File: src/rtl/cache_mem_master.sv
// Cache-side memory initiator: turns one line fill or writeback into LINEWORDS word RD/WT cycles.
// Optional macro CRITICAL_WORD_FIRST_EN: fills start at the requested word and wrap within the line.
module cache_mem_master #(
    parameter int ADDRESSBIT = 16,
    parameter int WORDSIZE   = 32,
    parameter int LINEWORDS  = 4
) (
    input  logic                          i_clk,
    input  logic                          i_rst_n,
    input  logic                          i_req_valid,
    output logic                          o_req_ready,
    input  logic                          i_req_wb,
    input  logic [ADDRESSBIT-1:0]         i_req_addr,
    output logic [$clog2(LINEWORDS)-1:0]  o_wb_idx,
    input  logic [WORDSIZE-1:0]           i_wb_data,
    output logic                          o_fill_valid,
    output logic [$clog2(LINEWORDS)-1:0]  o_fill_idx,
    output logic [WORDSIZE-1:0]           o_fill_data,
    output logic                          o_done,
    output logic [ADDRESSBIT-1:0]         o_mem_addr,
    output logic [WORDSIZE-1:0]           o_mem_wdata,
    input  logic [WORDSIZE-1:0]           i_mem_rdata,
    output logic                          o_mem_rdwt
);
    localparam int OFF = $clog2(LINEWORDS);

    typedef enum logic [2:0] {IDLE, WB, FILL, DRAIN, DONE} state_t;

    state_t                    r_state;
    state_t                    w_state_next;
    logic [ADDRESSBIT-OFF-1:0] r_tag;
    logic [OFF-1:0]            r_s;
    logic [OFF-1:0]            r_n;
    logic                      r_fill_valid;
    logic [OFF-1:0]            r_fill_idx;
    logic [OFF-1:0]            w_idx;
    logic [OFF-1:0]            w_start;
    logic                      w_last;
    logic                      w_accept;
    logic [ADDRESSBIT-1:0]     w_line_addr;

    // Index wraps naturally in OFF bits, so the address never carries out of the line.
    assign w_idx       = r_s + r_n;
    assign w_last      = (r_n == OFF'(LINEWORDS - 1));
    assign w_accept    = (r_state == IDLE) && i_req_valid;
    assign w_line_addr = {r_tag, w_idx};

`ifdef CRITICAL_WORD_FIRST_EN
    assign w_start = i_req_wb ? '0 : i_req_addr[OFF-1:0];
`else
    logic w_unused_offset;
    assign w_unused_offset = ^i_req_addr[OFF-1:0];
    assign w_start         = '0;
`endif

    always_ff @(posedge i_clk) begin
        if (!i_rst_n) begin
            r_state <= IDLE;
        end else begin
            r_state <= w_state_next;
        end
    end

    always_comb begin
        w_state_next = r_state;
        o_req_ready  = 1'b0;
        o_mem_rdwt   = 1'b0;
        o_mem_addr   = '0;
        o_mem_wdata  = '0;
        o_wb_idx     = '0;
        o_done       = 1'b0;
        unique case (r_state)
            IDLE: begin
                o_req_ready = 1'b1;
                if (i_req_valid) begin
                    w_state_next = i_req_wb ? WB : FILL;
                end
            end
            WB: begin
                o_mem_rdwt  = 1'b1;
                o_mem_addr  = w_line_addr;
                o_mem_wdata = i_wb_data;
                o_wb_idx    = w_idx;
                if (w_last) begin
                    w_state_next = DONE;
                end
            end
            FILL: begin
                o_mem_addr = w_line_addr;
                if (w_last) begin
                    w_state_next = DRAIN;
                end
            end
            DRAIN: begin
                w_state_next = DONE;
            end
            DONE: begin
                o_done       = 1'b1;
                w_state_next = IDLE;
            end
            default: begin
                w_state_next = IDLE;
            end
        endcase
    end

    // Read data returns one cycle after each FILL issue, tagged with that issue's index.
    always_ff @(posedge i_clk) begin
        if (!i_rst_n) begin
            r_tag        <= '0;
            r_s          <= '0;
            r_n          <= '0;
            r_fill_valid <= 1'b0;
            r_fill_idx   <= '0;
        end else begin
            r_fill_valid <= (r_state == FILL);
            r_fill_idx   <= (r_state == FILL) ? w_idx : '0;
            if (w_accept) begin
                r_tag <= i_req_addr[ADDRESSBIT-1:OFF];
                r_s   <= w_start;
                r_n   <= '0;
            end else if ((r_state == WB) || (r_state == FILL)) begin
                r_n <= r_n + OFF'(1);
            end
        end
    end

    assign o_fill_valid = r_fill_valid;
    assign o_fill_idx   = r_fill_idx;
    assign o_fill_data  = r_fill_valid ? i_mem_rdata : '0;

endmodule
File: config.mk
export PLATFORM = sky130hd
export DESIGN_NAME = cache_mem_master
export DESIGN_NICKNAME = d
export VERILOG_FILES = /design/src/rtl/cache_mem_master.sv
export SDC_FILE = /design/constraint.sdc
export NUM_CORES = 1
export LEC_CHECK = 0
export CORE_MARGIN = 1
export CORE_UTILIZATION = 27
export DETAILED_ROUTE_END_ITERATION = 8
export GPL_TIMING_DRIVEN = 0
export PLACE_DENSITY_LB_ADDON = 0.25
export SLEW_MARGIN = 20
export SYNTH_ARGS = -nofsm -noshare
export SYNTH_HDL_FRONTEND = slang
export SYNTH_SLANG_ARGS = --single-unit
File: constraint.sdc
create_clock -name i_clk -period 1.7 [get_ports i_clk]
set_input_delay 0.34 -clock i_clk [delete_from_list [all_inputs] [get_ports i_clk]]
set_output_delay 0.34 -clock i_clk [all_outputs]
set_load 0.01 [all_outputs]
== Word level (Yosys, flattened, before mapping) ==
Index checks and enable logic that the tools add are counted.
Word-level totals
  output and inout bits: 88
  flip-flop bits (word level): 22
  input port bits: 84
  word-level logic and storage cells: 34
Operators by class
  reduce and logical (&&, ||, !) cells: 7
  equality and inequality tests: 8
  add/subtract/negate cells: 1
  multiplexer cells: 12
  bitwise gates (word level): 1
Operator list (count)
  $mux 32: 2
  $mux 16: 1
  $pmux 3 s4: 1
  $mux 3: 3
  $eq 3x2->1 const B: 2
  $ne 2x2->1 const B: 3
  $mux 2: 2
  $reduce_or 2->1: 2
  $eq 3x1->1 const B: 1
  $eq 3x3->1 const B: 1
  $logic_not 3->1: 1
  $mux 1: 3
  $reduce_and 3->1: 1
  $add 2x1->2 const B: 1
  $eq 2x2->1 const B: 1
  $reduce_and 2->1: 1
  $logic_and 1x1->1: 1
  $logic_or 1x1->1: 1
  $not 1->1: 1

== Longest topological paths before layout ==
Gate-level depths: netlist of run 1.
  depth after elaboration: 3
  mapped depth: 6
  mapped depth without buffers: 3

== Least setup slack after synthesis of run 1 ==
No wires, ideal clock.
  path type: register to output
  from: register r_state[1]
  to: output o_mem_wdata[23]
  setup slack: 0.081 ns
  buffers on the path: 2
  stages on the path, launching flop included: 5
  data required time: 1.360 ns
  arrival time: 1.279 ns
  cell sequence: dfxtp_1 -> buf_4 -> nor3b_2 -> clkbuf_1 -> and2_1
On the way
  longest elaborated chain between the ends: 2
Ends and longest elaborated chain
  start: declaration: RTL line 29  | state_t r_state;
  start signal: assignment: RTL line 60  | r_state <= w_state_next;
  $eq 3x1->1: RTL line 72  | unique case (r_state)
  $mux 32: RTL line 72
  end: declaration: RTL line 21  | output logic [WORDSIZE-1:0] o_mem_wdata,
Every way passes these cells.

== Worst setup path after layout of run 1 ==
  from: register r_state[2]
  to: output o_mem_wdata[4]
Same word-level chain as after synthesis.

==> impl_metrics.py, run 1 <==
metrics = {
    "run_status": {
        "status": "finished, violations left",
        "failed_checks": "negative setup slack",
    },
    "pwr": {
        "internal-power_mw": 1.27,
        "power.share.sequential": 0.324,
        "swShare": 0.279,
        "pwr-share-comb": 0.460,
        "power_leakage_nw": 1.75,
        "powerDensity_nw_per_um2": 490,
        "peakVddDrop_mv": 0.423,
        "p_clk_frac": 0.216,
        "p_sw_uw": 494,
    },
    "floorplanning": {
        "core_um2": 5140,
        "dieArea_um2": 5700,
        "die_y_um": 75.5,
        "initial_core_util": 0.284,
        "die_w_um": 75.5,
        "pin_count": 172,
        "num_rows": 26,
    },
    "layout": {
        "final_area_um2": 3610,
        "insertedDiodeCount": 0,
        "fillers": 437,
        "syn2layout_area_growth_pct": 148,
        "nNetsFinal": 466,
        "multi_input_area_um2": 1060,
        "drive_gt1_frac": 0.353,
        "layout.cells.non_filler": 450,
        "ff_latch_area_um2": 455,
    },
    "sta": {
        "max_freq_mhz": 561,
        "rsz0062_at_grt": "true",
        "max_slew.worst_pin.slew_ns": 0.371,
        "final-hold-violation-count": 0,
        "fin_crit_sh": 1.05,
        "drv_slew": 0,
        "relSlewSlack": 0.753,
        "min_period_ns": 1.78,
        "finClkSkew_ns": 0.00543,
        "finalSetupViolations": 36,
        "setup_ws_ns": -0.0817,
    },
    "global_route": {
        "grt-ovfl-total": 0,
        "antenna_found_initial": 0,
        "grt_pass1_wl_um": 8780,
        "grt_max_degree": 13,
        "grt_pass1_vias": 1800,
        "gr-usage-all-layers": 0.202,
    },
    "detailed_routing": {
        "postRouteAntennaNets": 0,
        "met2WireLength_um": 3450,
        "dr.pass1.iters": 3,
        "vias_per_cell": 4.42,
        "met1_length_um": 2350,
        "wire_per_inst_um": 14.1,
        "drc": 0,
        "wl_um": 6360,
        "dr.first_iter.drc_count": 16,
        "via_count": 1989,
        "met3_length_um": 471,
        "top_layer": "met4",
    },
    "logic_synthesis": {
        "synth_fa_ha_area_frac": 0.00858,
        "synth_top_area_frac": 0.302,
        "synth_area_leaders": "dfxtp_1 (30%), and2_1 (29%), nand2_1 (7.5%), a21boi_1 (7.2%), and3_1 (6.9%)",
        "ys_ff_latch": 22,
        "synthFlopType": "dfxtp_1",
        "async_flop_share": 0,
        "yosysUniqueCellTypes": 27,
        "syn_nets": 274,
        "ys_warn_count": 0,
        "muxShareOfSynthArea": 0,
        "synthXorXnorAreaFrac": 0.0172,
        "synth-compound-area-share": 0.104,
        "syn_area_um2": 1460,
        "netlist_instances": 189,
        "synth-simple-area-share": 0.504,
        "synth-edff-count": 0,
        "yosysTopAreaCell": "dfxtp_1",
        "syn_avg_cell_area_um2": 7.71,
        "yosysSeqAreaShare": 0.302,
        "synth_top_family_by_area": "simple AND/OR/NAND/NOR gates",
    },
    "placed_design": {
        "gp_congestion": 0.748,
        "detailed_place_hpwl_um": 4570,
        "placedCellCount": 428,
        "numPortBuffers": 169,
        "placed_cell_area_um2": 3240,
    },
    "clock_network": {
        "hold_buffers": 0,
        "cts-root-buf": "clkbuf_8",
        "cts_buffer_depth": 2,
        "cts_inserted_buffers": 3,
        "cts_tree": "built",
        "cts.clk_slew.worst_paths_ns": 0.08,
        "clkLatencyLatePin_ns": 0.27,
        "htree_levels": 1,
        "clock-sinks": 22,
    },
    "worst_setup_path": {
        "endpoint_kind": "primary output",
        "crit_arrival_ns": 1.44,
        "worstSetupStartpointType": "flop",
        "path_class": "reg -> out",
        "worstPathRequired_ns": 1.36,
        "cp_max_fo": 7,
    },
    "run": {
        "cap_viol_max_count": 0,
    },
    "hold_path": {
        "hold_path_class": "reg -> reg",
    },
}
## power groups by stage
stage | Sequential (mW) | Combinational [mW] | Clock (mW)
6_report | 0.572 | 0.813 | 0.382
5_1_grt | 0.577 | 0.868 | 0.409
4_1_cts | 0.569 | 0.724 | 0.392
3_5_place_dp | 0.581 | 0.655 | 0
3_3_place_gp | 0.579 | 0.649 | 0
2_1_floorplan | 0.576 | 0.257 | 0
## layout by cell type, fill, tap and decap left out, types with 2 or more instances in the layout
cell	Yosys	final
clkdlybuf4s50_1	0	84
buf_6	3	50
and2_1	68	44
dlygate4sd2_1	0	32
nand2_1	29	29
and2_4	0	24
buf_2	3	18
dfxtp_1	22	18
a21boi_1	14	14
and3_4	0	11
buf_4	1	10
clkbuf_8	0	6
and3_1	16	5
dfxtp_4	0	4
buf_8	0	3
o21ai_0	3	3
a21oi_1	3	3
nor3_1	3	2
clkbuf_4	0	2
## synth_stat cells (2+ instances only)
cell type,count
and2_1,68
nand2_1,29
dfxtp_1,22
and3_1,16
a21boi_1,14
clkbuf_1,8
a21oi_1,3
buf_2,3
buf_6,3
nor3_1,3
o21ai_0,3
inv_1,2
## what timing repair did
item	in CTS	in global routing
resized for setup	293	78
pin swaps	20	15
gates cloned	3	1
setup endpoints to repair	85	53
buffers inserted	16	2
## metrics by stage
stage | hold slack [ns] | worst slack (ns) | setup TNS [ns] | util | power (mW)
final | 0.453 | -0.0817 | -1.11 | 0.703 | 1.77
after global routing | 0.465 | -0.154 | -3.97 | 0.703 | 1.85
after CTS | 0.454 | -0.196 | -6.13 | 0.657 | 1.68
after detailed placement | 0.442 | -0.566 | -27.74 | 0.630 | 1.24
after global placement | 0.437 | -0.555 | -27.21 | 0.630 | 1.23
after floorplan | 0.431 | 0.0810 | 0 | - | 0.832
## cell type report
| class | instances | share of cell area |
|---|---|---|
| Multi-Input combinational cell | 150 | 0.294 |
| Sequential cell | 22 | 0.126 |
| Inverter | 2 | 0.00312 |
| Tap cell | 70 | 0.0243 |
| Clock buffer | 4 | 0.0152 |
| Buffer | 12 | 0.0343 |
| Timing Repair Buffer | 190 | 0.503 |
## worst paths after layout
kind,from,to,slack (ns),cells after the start
max,r_state[2],o_mem_wdata[4],-0.08,6
min,r_tag[7],r_tag[7],0.45,2
max reg2reg,r_state[2],r_n[0],0.12,6
min reg2reg,r_tag[7],r_tag[7],0.45,2
## metal layers
| metal | up-vias | global-route usage |
|---|---|---|
| li1 | 989 | - |
| met2 | 79 | 0.390 |
| met1 | 913 | 0.226 |
| met3 | 8 | 0.0331 |
| met5 | - | 0 |
| met4 | 0 | 0.0556 |
## flip-flops by register name, indices dropped and copies added, names as in the netlist
register / flops
o_fill_valid: 1
r_tag: 14
r_state: 3
r_n: 2
o_fill_idx: 2
## critical path, stage by stage (launching register included)
cell and delay (ns):
dfxtp_4 0.37, nor3b_4 0.23, buf_6 0.17, buf_8 0.11
buf_6 0.08, and2_4 0.12, buf_6 0.09
## kinds of logic (layout without fill, tap and decap cells)
| kind of cell | after synthesis | after routing |
|---|---|---|
| compound gates | 22 | 22 |
| xor+xnor | 2 | 2 |
| fa+ha+maj | 1 | 1 |
| flops | 22 | 22 |
| buf+inv | 17 | 208 |
| simple gates | 125 | 125 |
Note: power is estimated with default switching activity, not from simulation.
==> run 2: changes to the inputs <==
- CELL_PAD_IN_SITES_DETAIL_PLACEMENT: default -> 1
- CELL_PAD_IN_SITES_GLOBAL_PLACEMENT: default -> 2
- CORE_UTILIZATION: 27 -> 12
==> run 2 against run 1 <==
Clock skew shrank 0.0034 ns. The run ends with design-rule violations, negative setup slack left. Global-route usage decreased by 9.5 points. Largest cell class unchanged. Routed wire length is 10% higher. Sequential power is essentially flat. First-iteration DRC count grew to 3.6 times the previous value. Clock-buffer cell count stayed put. Highest routed layer unchanged.
==> impl_metrics.py, run 2 (synthesis results as in run 1) <==
metrics = {
    "run_status": {
        "status": "finished, violations left",
        "failed_checks": "design-rule violations, negative setup slack",
    },
    "pwr": {
        "p_sw_uw": 522,
        "p_clk_frac": 0.293,
        "internal-power_mw": 1.40,
        "powerDensity_nw_per_um2": 525,
        "swShare": 0.271,
        "pwr-share-comb": 0.410,
        "peakVddDrop_mv": 0.414,
        "power.share.sequential": 0.297,
        "power_leakage_nw": 1.74,
    },
    "layout": {
        "multi_input_area_um2": 1040,
        "post-route-util": 0.316,
        "largest_reg_flops": 14,
        "ff_latch_area_um2": 453,
        "insertedDiodeCount": 0,
        "final_cell_mix": "clkdlybuf4s50_1 (83), and2_1 (63), buf_6 (37), dlygate4sd2_1 (31)",
        "fillers": 1394,
        "reg_top3": "r_tag x14, r_state x3",
        "final_area_um2": 3670,
        "layout_commonest_cell": "clkdlybuf4s50_1",
        "syn2layout_area_growth_pct": 152,
        "drive_gt1_frac": 0.319,
        "regMostFlops": "r_tag",
        "nNetsFinal": 468,
    },
    "clock_network": {
        "cts_buffer_depth": 2,
        "clock-sinks": 22,
        "cts_inserted_buffers": 3,
        "cts-root-buf": "clkbuf_16",
        "cts_tree": "built",
        "cts.clk_slew.worst_paths_ns": 0.06,
        "htree_levels": 1,
        "clkLatencyLatePin_ns": 0.26,
    },
    "global_route": {
        "grt_max_degree": 13,
        "gr-usage-all-layers": 0.107,
        "grt_pass1_wl_um": 10500,
        "grt_pass1_vias": 1887,
        "grt-ovfl-total": 0,
        "antenna_found_initial": 0,
    },
    "sta": {
        "finalSetupViolations": 43,
        "final-hold-violation-count": 0,
        "finClkSkew_ns": 0.00203,
        "fin_crit_sh": 1.08,
        "holdWs_ns": 0.456,
        "drv_slew": 0,
        "min_period_ns": 1.83,
        "max_slew.worst_pin.slew_ns": 0.395,
        "max_freq_mhz": 546,
        "setup_ws_ns": -0.132,
        "rsz0062_at_grt": "true",
        "setup_tns_ns": -3.58,
        "relSlewSlack": 0.737,
    },
    "worst_setup_path": {
        "crit_arrival_ns": 1.49,
        "critical-path-top-delay-family": "buffers and inverters",
        "cp_max_fo": 8,
        "path_class": "reg -> out",
        "crit_chain": "buf_8 > nor3b_4 > buf_6 > buf_8 > buf_6 > and2_4 > buf_6",
        "cp_slowest_cell": "dfxtp_4",
        "endpoint_kind": "primary output",
        "slowest_delay_ns": 0.35,
        "worstSetupStartpointType": "flop",
        "crit_path_frequent_cell": "buf_6",
        "worstPathRequired_ns": 1.36,
        "crit_buf_inv": 5,
    },
    "placed_design": {
        "detailed_place_hpwl_um": 5480,
        "numPortBuffers": 169,
        "gp_congestion": 0.711,
        "placed_cell_area_um2": 3330,
    },
    "detailed_routing": {
        "wl_um": 7020,
        "drc": 14,
        "via_count": 1980,
        "wire_per_inst_um": 13.4,
        "vias_per_cell": 3.77,
        "dr.pass1.iters": 5,
        "dr.first_iter.drc_count": 57,
        "postRouteAntennaNets": 0,
    },
    "floorplanning": {
        "num_rows": 39,
        "die_w_um": 112,
        "pin_count": 172,
        "dieArea_um2": 12600,
        "core_um2": 11600,
        "initial_core_util": 0.126,
        "die_y_um": 112,
    },
    "hold_path": {
        "hold_path_class": "reg -> reg",
    },
    "run": {
        "cap_viol_max_count": 0,
    },
}
run 2: path summary, 6_finish.rpt:
check | start | to | slack, ns | cells past startpoint
max | r_state[1] | o_mem_wdata[24] | -0.13 | 7
min reg2reg | r_tag[6] | r_tag[6] | 0.46 | 2
max reg2reg | r_state[2] | r_n[0] | 0.09 | 6
min | r_tag[6] | r_tag[6] | 0.46 | 2
run 2: tightest hold or removal path, cell delays in order (launching register included):
cell	delay [ns]
dfxtp_1	0.31
nand2_1	0.05
a21boi_1	0.05
run 2: stage by stage:
| step | power (mW) | worst slack (ns) | cells |
|---|---|---|---|
| floorplan | 0.832 | 0.0810 | 189 |
| global placement | 1.26 | -0.725 | 501 |
| detailed placement | 1.26 | -0.741 | 501 |
| CTS | 1.91 | -0.213 | 521 |
| global route | 2.04 | -0.217 | 525 |
| finish | 1.92 | -0.132 | 525 |
run 2: final cells by class:
class                   count  area share
plain buffers              14      0.0447
multi-input cells         150       0.283
repair buffers            190       0.472
well taps                 143      0.0488
clock buffers               4      0.0242
flip-flops and latches     22       0.124
inverters                   2     0.00307
run 2: timing repair:
action                     4_1_cts  5_1_grt
resized for setup              315       29
setup endpoints to repair       85       57
pin swaps                       15        9
hold buffers                     0        0
setup buffers                   16        5
run 2: power groups by stage:
stage,Combinational [mW],Sequential (mW),Clock [mW]
2_1_floorplan,0.257,0.576,0
3_3_place_gp,0.674,0.581,0
3_5_place_dp,0.679,0.583,0
4_1_cts,0.761,0.572,0.580
5_1_grt,0.855,0.576,0.608
6_report,0.789,0.571,0.564
run 2: metal layers:
layer  vias up  wire length, um  global-route usage
met3         2              646              0.0265
met2        88             3560               0.192
met5         -                0                   0
li1        992                -                   -
met1       898             2780               0.130
met4         0               28              0.0160
